--- src/rtl/data_memory_responder.sv ---
// data_memory_responder: responder for the processor data-memory port.
// Decodes each word access to a word-addressed RAM or to a small I/O block
// (GPIO out/in, free-running timer with compare, sticky W1C status) and
// returns read data combinationally in the same cycle.
module data_memory_responder #(
  parameter int          MEMORY_DEPTH = 64,
  parameter logic [31:0] RAM_BASE     = 32'h10010000,
  parameter logic [31:0] IO_BASE      = 32'h10020000,
  parameter int          GPIO_WIDTH   = 8
) (
  input  logic                  clk,
  input  logic                  reset,
  input  logic                  memread,
  input  logic                  memwrite,
  input  logic [31:0]           data_address,
  input  logic [31:0]           writedata,
  output logic [31:0]           received_data,
  input  logic [GPIO_WIDTH-1:0] gpio_in,
  output logic [GPIO_WIDTH-1:0] gpio_out,
  output logic                  timer_irq,
  output logic                  bus_error
);

  localparam int          AW        = $clog2(MEMORY_DEPTH);
  localparam logic [31:0] RAM_BYTES = 32'(4 * MEMORY_DEPTH);

  // Word offsets inside the I/O block
  localparam logic [2:0] IO_GPIO_OUT = 3'd0;
  localparam logic [2:0] IO_GPIO_IN  = 3'd1;
  localparam logic [2:0] IO_COUNT    = 3'd2;
  localparam logic [2:0] IO_CMP      = 3'd3;
  localparam logic [2:0] IO_STATUS   = 3'd4;

  logic [31:0] mem [MEMORY_DEPTH];

  logic [GPIO_WIDTH-1:0] gpio_out_q, gpio_out_d;
  logic [GPIO_WIDTH-1:0] gpio_sync1_q, gpio_sync1_d;
  logic [GPIO_WIDTH-1:0] gpio_sync2_q, gpio_sync2_d;
  logic [31:0]           timer_count_q, timer_count_d;
  logic [31:0]           timer_cmp_q, timer_cmp_d;
  logic [1:0]            status_q, status_d;

  logic [31:0]   ram_off;
  logic [AW-1:0] ram_idx;
  logic [2:0]    io_word;
  logic          ram_hit, io_hit, unmapped;
  logic          ram_we, io_we;
  logic          timer_match, bus_err_set;
  logic [31:0]   rd_word;
  logic [31:0]   gpio_out_ext, gpio_in_ext;

  // Address decode; RAM wins if a misconfiguration ever overlaps the two windows
  always_comb begin
    ram_off     = data_address - RAM_BASE;
    ram_hit     = (ram_off < RAM_BYTES);
    ram_idx     = ram_off[AW+1:2];
    io_word     = data_address[4:2];
    io_hit      = !ram_hit && (data_address[31:5] == IO_BASE[31:5]) && (io_word <= IO_STATUS);
    unmapped    = !ram_hit && !io_hit;
    // A write seen while reset is held must not reach the RAM either
    ram_we      = memwrite && ram_hit && reset;
    io_we       = memwrite && io_hit;
    timer_match = (timer_count_q == timer_cmp_q);
    bus_err_set = (memread || memwrite) && unmapped;
  end

  // Zero-extend the GPIO registers to bus width
  genvar gi;
  generate
    for (gi = 0; gi < 32; gi++) begin : g_ext
      if (gi < GPIO_WIDTH) begin : g_bit
        assign gpio_out_ext[gi] = gpio_out_q[gi];
        assign gpio_in_ext[gi]  = gpio_sync2_q[gi];
      end else begin : g_zero
        assign gpio_out_ext[gi] = 1'b0;
        assign gpio_in_ext[gi]  = 1'b0;
      end
    end
  endgenerate

  // Read mux: pre-edge state, so a simultaneous write shows the old value
  always_comb begin
    rd_word = '0;
    if (ram_hit) begin
      rd_word = mem[ram_idx];
    end else if (io_hit) begin
      case (io_word)
        IO_GPIO_OUT: rd_word = gpio_out_ext;
        IO_GPIO_IN:  rd_word = gpio_in_ext;
        IO_COUNT:    rd_word = timer_count_q;
        IO_CMP:      rd_word = timer_cmp_q;
        IO_STATUS:   rd_word = {30'd0, status_q};
        default:     rd_word = '0;
      endcase
    end
    received_data = memread ? rd_word : '0;
  end

  // Next-state for I/O registers, timer and synchronizer
  always_comb begin
    gpio_out_d    = gpio_out_q;
    timer_cmp_d   = timer_cmp_q;
    timer_count_d = timer_count_q + 32'd1;
    gpio_sync1_d  = gpio_in;
    gpio_sync2_d  = gpio_sync1_q;
    status_d      = status_q;
    if (io_we) begin
      case (io_word)
        IO_GPIO_OUT: gpio_out_d    = writedata[GPIO_WIDTH-1:0];
        IO_COUNT:    timer_count_d = writedata;
        IO_CMP:      timer_cmp_d   = writedata;
        IO_STATUS:   status_d      = status_q & ~writedata[1:0];
        default:     ;
      endcase
    end
    // Setting events override a same-edge W1C clear
    status_d = status_d | {bus_err_set, timer_match};
  end

  // Register state with asynchronous active-low reset
  always_ff @(posedge clk or negedge reset) begin
    if (!reset) begin
      gpio_out_q    <= '0;
      gpio_sync1_q  <= '0;
      gpio_sync2_q  <= '0;
      timer_count_q <= '0;
      timer_cmp_q   <= 32'hFFFF_FFFF;
      status_q      <= '0;
    end else begin
      gpio_out_q    <= gpio_out_d;
      gpio_sync1_q  <= gpio_sync1_d;
      gpio_sync2_q  <= gpio_sync2_d;
      timer_count_q <= timer_count_d;
      timer_cmp_q   <= timer_cmp_d;
      status_q      <= status_d;
    end
  end

  // Data RAM write port; contents are deliberately not reset
  always_ff @(posedge clk) begin
    if (ram_we) begin
      mem[ram_idx] <= writedata;
    end
  end

  assign gpio_out  = gpio_out_q;
  assign timer_irq = status_q[0];
  assign bus_error = status_q[1];

endmodule

--- config.mk ---
export PLATFORM = sky130hd
export DESIGN_NAME = data_memory_responder
export DESIGN_NICKNAME = d
export VERILOG_FILES = /design/src/rtl/data_memory_responder.sv
export SDC_FILE = /design/constraint.sdc
export NUM_CORES = 2
export LEC_CHECK = 0
export ABC_AREA = 1
export BUFFER_PORTS_ARGS = -buffer_cell sky130_fd_sc_hd__buf_2
export CAP_MARGIN = 20
export CORE_ASPECT_RATIO = 1.5
export CORE_MARGIN = 1
export CORE_UTILIZATION = 30
export CTS_BUF_LIST = sky130_fd_sc_hd__clkbuf_4
export CTS_CLUSTER_DIAMETER = 30
export DETAILED_ROUTE_END_ITERATION = 8
export PLACE_DENSITY_LB_ADDON = 0.08
export SLEW_MARGIN = 20
export SYNTH_ARGS = -nofsm -noshare
export SYNTH_HDL_FRONTEND = slang
export SYNTH_SLANG_ARGS = --single-unit
--- constraint.sdc ---
create_clock -name clk -period 3.3 [get_ports clk]
set_clock_uncertainty 0.05 [all_clocks]
set_input_delay 0.495 -clock clk [delete_from_list [all_inputs] [get_ports clk]]
set_output_delay 0.495 -clock clk [all_outputs]
set_load 0.02 [all_outputs]
==> Yosys cells after proc, flatten, opt, wreduce, memory -nomap -nowiden <==
Memory sizes are Yosys's and may differ from the RTL's.
Index checks and enable logic that the tools add are counted.
{ "totals": {"reg_bits": 90, "mem_count": 1, "ram_bits": 2048, "output_inout_bits": 42} }
{ "op_classes": {"muxes": 10, "add_sub_neg": 2, "reduce_logical": 13, "n_lt_le_gt_ge": 2, "eq_ne": 6, "bitwise_logic": 3} }
{ "mem_list": {"columns": ["memory", "depth", "width", "rd", "rd_clocked_by_memory_dff", "wr", "line_no", "text"], "rows": [
  ["mem", 64, 32, 1, 0, 1, "34", "logic [31:0] mem [MEMORY_DEPTH];"]
]} }
{ "op_table": {"columns": ["operator", "n"], "rows": [
  ["32-bit two-way mux", 5],
  ["32-bit case mux with 5 select lines", 1],
  ["32-bit by 1-bit adder with 32-bit output (second input constant)", 1],
  ["32-bit == test", 1],
  ["32-bit by 9-bit < comparator with 1-bit output (second input constant)", 1],
  ["32-bit by 29-bit subtractor with 32-bit output (second input constant)", 1],
  ["27-bit by 24-bit == test with 1-bit output (second input constant)", 1],
  ["1-bit logical AND", 7],
  ["3-bit by 2-bit == test with 1-bit output (second input constant)", 2],
  ["2-bit two-way mux", 2],
  ["2-bit AND reduction", 2],
  ["3-bit by 1-bit == test with 1-bit output (second input constant)", 1],
  ["3-bit == test (second input constant)", 1],
  ["3-bit <= comparator (second input constant)", 1],
  ["3-bit logical NOT", 1],
  ["2-bit AND", 1],
  ["1-bit logical NOT", 2],
  ["1-bit two-way mux", 2],
  ["2-bit NOT", 1],
  ["2-bit bitwise OR", 1],
  ["1-bit logical OR", 1]
]} }

==> Longest topological paths before layout <==
{ "logic_depth": {"ltp_word": 9, "ltp_mapped": 16, "mapped_depth_nobuf": 12} }

==> Worst setup path before layout <==
OpenSTA, ideal clock, no wires.
{ "synth_timing": {"kind": "input-to-reg", "from": "input port data_address[17]", "to": "memory mem[0][0], enable pin", "path_buffers": 0, "t_required_ns": 2.829, "setup_slack_ns": -0.217, "t_arrival_ns": 3.046, "setup_time_ns": 0.421, "path_stages": 9, "path_cell_list": "nor2_1 > nand2_1 > nor2_1 > nand3_1 > nand2_1 > nand3_1 > nor2_1 > nand2_1 > nor2_1"} }
{ "synth_via": {"elab_chain_len": 6} }
{ "synth_rtl": {"columns": ["element", "line_no", "text"], "rows": [
  ["from (decl)", "15", "input logic [31:0] data_address,"],
  ["32-bit by 29-bit subtractor with 32-bit output", "54", "ram_off = data_address - RAM_BASE;"],
  ["32-bit by 9-bit < comparator with 1-bit output", "55", "ram_hit = (ram_off < RAM_BYTES);"],
  ["1-bit logical AND (2 in a row)", "61", "ram_we = memwrite && ram_hit && reset;"],
  ["1-bit two-way mux", "141", "if (ram_we) begin"],
  ["1-bit two-way mux (not written as such)", "142", "mem[ram_idx] <= writedata;"],
  ["to (decl)", "34", null]
]} }
Every way passes these cells.

==> Worst setup path after layout <==
{ "layout_timing": {"from": "memory mem[60][28]", "to": "output port received_data[28]"} }
{ "layout_via": {"elab_chain_len": 3} }
{ "layout_rtl": {"columns": ["element", "line_no", "text"], "rows": [
  ["memory 64 x 32 bit", null, null],
  ["32-bit two-way mux", "84", "if (ram_hit) begin"],
  ["32-bit two-way mux", "96", "received_data = memread ? rd_word : '0;"],
  ["to (decl)", "17", "output logic [31:0] received_data,"]
]} }
Every way passes these cells.

==> qor.yml <==
outcome:
  violations: "setup timing"
  run_status: "finished, violations left"
timing:
  max_freq_mhz: 265
  slew_headroom: 0.277
  period_share: 1.14
  setup_viol_count_final: 32
  tightest_slew_ps: 1090
  rsz0062_at_grt: "true"
  fin_crit_ps: 3780
  finalHoldViolations: 0
  worst_slack_ps: -475
  slew_violations: 0
yosys:
  synth_warnings: 0
  synth_mux_area_frac: 0
  synth_seq_cells: 2138
  synth-compound-area-share: 0.0273
  syn_inst: 9378
  syn_area_sq_um: 93200
  async_flop_share: 0.0421
  ys_types: 37
  synth_xor_area_frac: 0.00508
  synth_top_family_by_area: "simple AND/OR/NAND/NOR gates"
  yosys_most_used_dff: "edfxtp_1"
  synth-simple-area-share: 0.206
  avgSynthCellArea_sq_um: 9.94
  synth.yosys.seq_area_share: 0.685
  synth_edf_count: 2048
  synth_area_leaders: "edfxtp_1 66%, nand2_1 15%, inv_1 5.8%, nor2_1 3.1%, o21ai_0 1.7%"
  synth_largest_area_cell: "edfxtp_1"
  syn-num-nets: 9455
  synth_fa_ha_area_frac: 0.000134
  synth_top_cell_area_share: 0.660
critical_path:
  critical-path-top-delay-family: "simple AND/OR/NAND/NOR gates"
  cp-end-kind: "primary output"
  worstPathArrival_ps: 3230
  criticalPathCategory: "flop to primary output"
  worst-path-buf-inv: 5
  crit_chain: "inv_1 > nand2_1 > nand2_1 > nand2_1 > nand2_1 > nand2_1 > nand2_4 > buf_12 > nand2_2 > nand2_1 > nor2_2 > buf_6 > nand3_1 > buf_4 > a21oi_4 > buf_6"
  cpMostUsedCell: "nand2_1"
  cp_max_fo: 1
  crit_path_max_incr_delay_ps: 340
  startpoint_type: "flop"
  cp_data_required_time_ps: 2750
  critical-path-slowest-cell: "edfxtp_1"
clocking:
  post-cts-setup-buffer-count: 0
  clkTransAtPathRegs_ps: 70
  cts_root_buffer: "clkbuf_4"
  cts_sinks: 2138
  cts_buffers: 589
  cts_tree: "yes"
  h-tree-depth: 6
  clock_tree.buffer_depth: 4
  clkLatencyLatePin_ps: 1410
placement:
  dp_cells: 13954
  port_buffers: 115
  dp_hpwl_um: 253000
  gp_congestion: 0.899
  place_ws_ps: -950
floorplan:
  num_rows: 250
  ioPinCount: 118
  die_area_sq_um: 313000
  die_h_um: 685
  start_util: 0.302
  die_w_um: 457
  fp.coreArea_sq_um: 309000
grt:
  grt_pass1_wl_um: 526000
  overflow: 0
  grt_pass1_vias: 70166
  grt_usage: 0.237
  antenna_found_initial: 24
  grt_max_degree: 67
drt:
  wl_um: 374000
  wire_per_inst_um: 24.9
  first_pass_iters: 6
  drc_errors: 0
  viasPerCell: 4.59
  ant_nets: 0
  num_vias: 68822
  dr.first_iter.drc_count: 4526
finish:
  drive_gt1_frac: 0.213
  synthToLayoutAreaGrowth_pct: 25.7
  nNetsFinal: 10625
  layout.cells.non_filler: 15002
pwr:
  p_leak_nw: 50.8
  irDropWorstVdd_uv: 291
  p_per_area_nw_per_um2: 501
worst_hold_path:
  hold_path_class: "input pin to flop"
run:
  drv_cap: 0
==> power by group <==
| part | internal [mW] | total [mW] | leakage (nW) | switching (mW) |
|---|---|---|---|---|
| registers | 29.7 | 29.7 | 19.5 | 0.00408 |
| clock network | 12.8 | 24.5 | 4.39 | 11.7 |
| logic | 1.34 | 4.39 | 26.9 | 3.04 |
| total | 43.9 | 58.6 | 50.8 | 14.7 |
==> state kept, by name (all words and copies together), names as in the netlist <==
| signal | count |
|---|---|
| mem | 2048 |
| timer_cmp_q | 32 |
| timer_count_q | 32 |
| gpio_out | 8 |
| gpio_sync1_q | 8 |
| gpio_sync2_q | 8 |
| status_q | 2 |
==> through the flow <==
stage	power (mW)	util	hold WS, ps	TNS [ps]	area, sq um
detailed placement	34.5	0.347	287	-14910	107000
finish	58.6	0.379	152	-8860	117000
global placement	34.5	0.347	288	-19010	107000
global route	61.0	0.379	64.7	-15360	117000
floorplan	31.8	-	149	-444200	93200
CTS	59.5	0.378	13.1	-16400	117000
==> synthesized netlist by cell type (16+ instances only) <==
library cell,count
nand2_1,3645
edfxtp_1,2048
inv_1,1435
nor2_1,762
o21ai_0,324
nand3_1,222
clkbuf_1,202
nand3b_1,154
buf_2,144
a21oi_1,85
dfrtp_1,58
o21ai_1,49
buf_1,42
nand4_1,34
dfstp_2,32
xnor2_1,27
xor2_1,27
nor3_1,16
==> cell families after synthesis <==
kind of cell               count (synthesis)
adders and majority gates                  1
and+or+nand+nor                         4851
DFF                                     2138
AOI/OAI and AO/OA                        490
buffers and inverters                   1844
xor gates and xnor gates                  54
==> path summary, 6_finish.rpt <==
check | from | end | slack [ps] | depth (start not counted)
hold / removal | writedata[3] | mem[4][3] | 150 | 3
setup reg to reg | timer_count_q[2] | timer_count_q[25] | 810 | 10
min in group asynchronous | reset | timer_count_q[21] | 180 | 4
hold reg to reg | gpio_sync1_q[6] | gpio_sync2_q[6] | 300 | 0
setup / recovery | mem[60][28] | received_data[28] | -480 | 16
max in group asynchronous | reset | gpio_sync2_q[3] | 1750 | 5
==> tightest hold or removal path: cells and delay by family <==
family,cells,cell delay (ps)
buffers and inverters,3,850
==> layer usage <==
metal | vias up | routed length, um | track usage
met3 | 594 | 15800 | 0.0320
met1 | 34025 | 151000 | 0.283
met4 | 6 | 14300 | 0.0889
li1 | 32439 | - | -
met5 | - | 38 | 0
met2 | 1758 | 194000 | 0.431
==> cell usage in the layout, fill, tap and decap left out, types with 122 or more instances in the layout <==
cell type     n
buf_4       547
nand2_1    3395
nor2_4      122
inv_1      1433
nand3_1     192
nand2_2     174
nand3b_1    154
edfxtp_1   2048
nor2_1      606
o21ai_0     277
buf_12      248
clkbuf_4    828
==> what timing repair did <==
action,CTS,global route
endpoints found under the hold margin,2182,0
hold buffers,65,0
gates resized for setup,509,187
pin swaps,160,178
endpoints found under the setup margin,32,51
gates cloned,0,0
==> layout make-up <==
class / instances / area (sq um)
Multi-Input combinational cell: 5396 / 24900
Sequential cell: 2138 / 63800
Fill cell: 31085 / 192000
Inverter: 1446 / 5450
Antenna cell: 18 / 45.0
Timing Repair Buffer: 977 / 10600
Clock buffer: 828 / 6220
Tap cell: 4032 / 5040
Clock inverter: 167 / 1130
(Power assumes the default switching activity.)
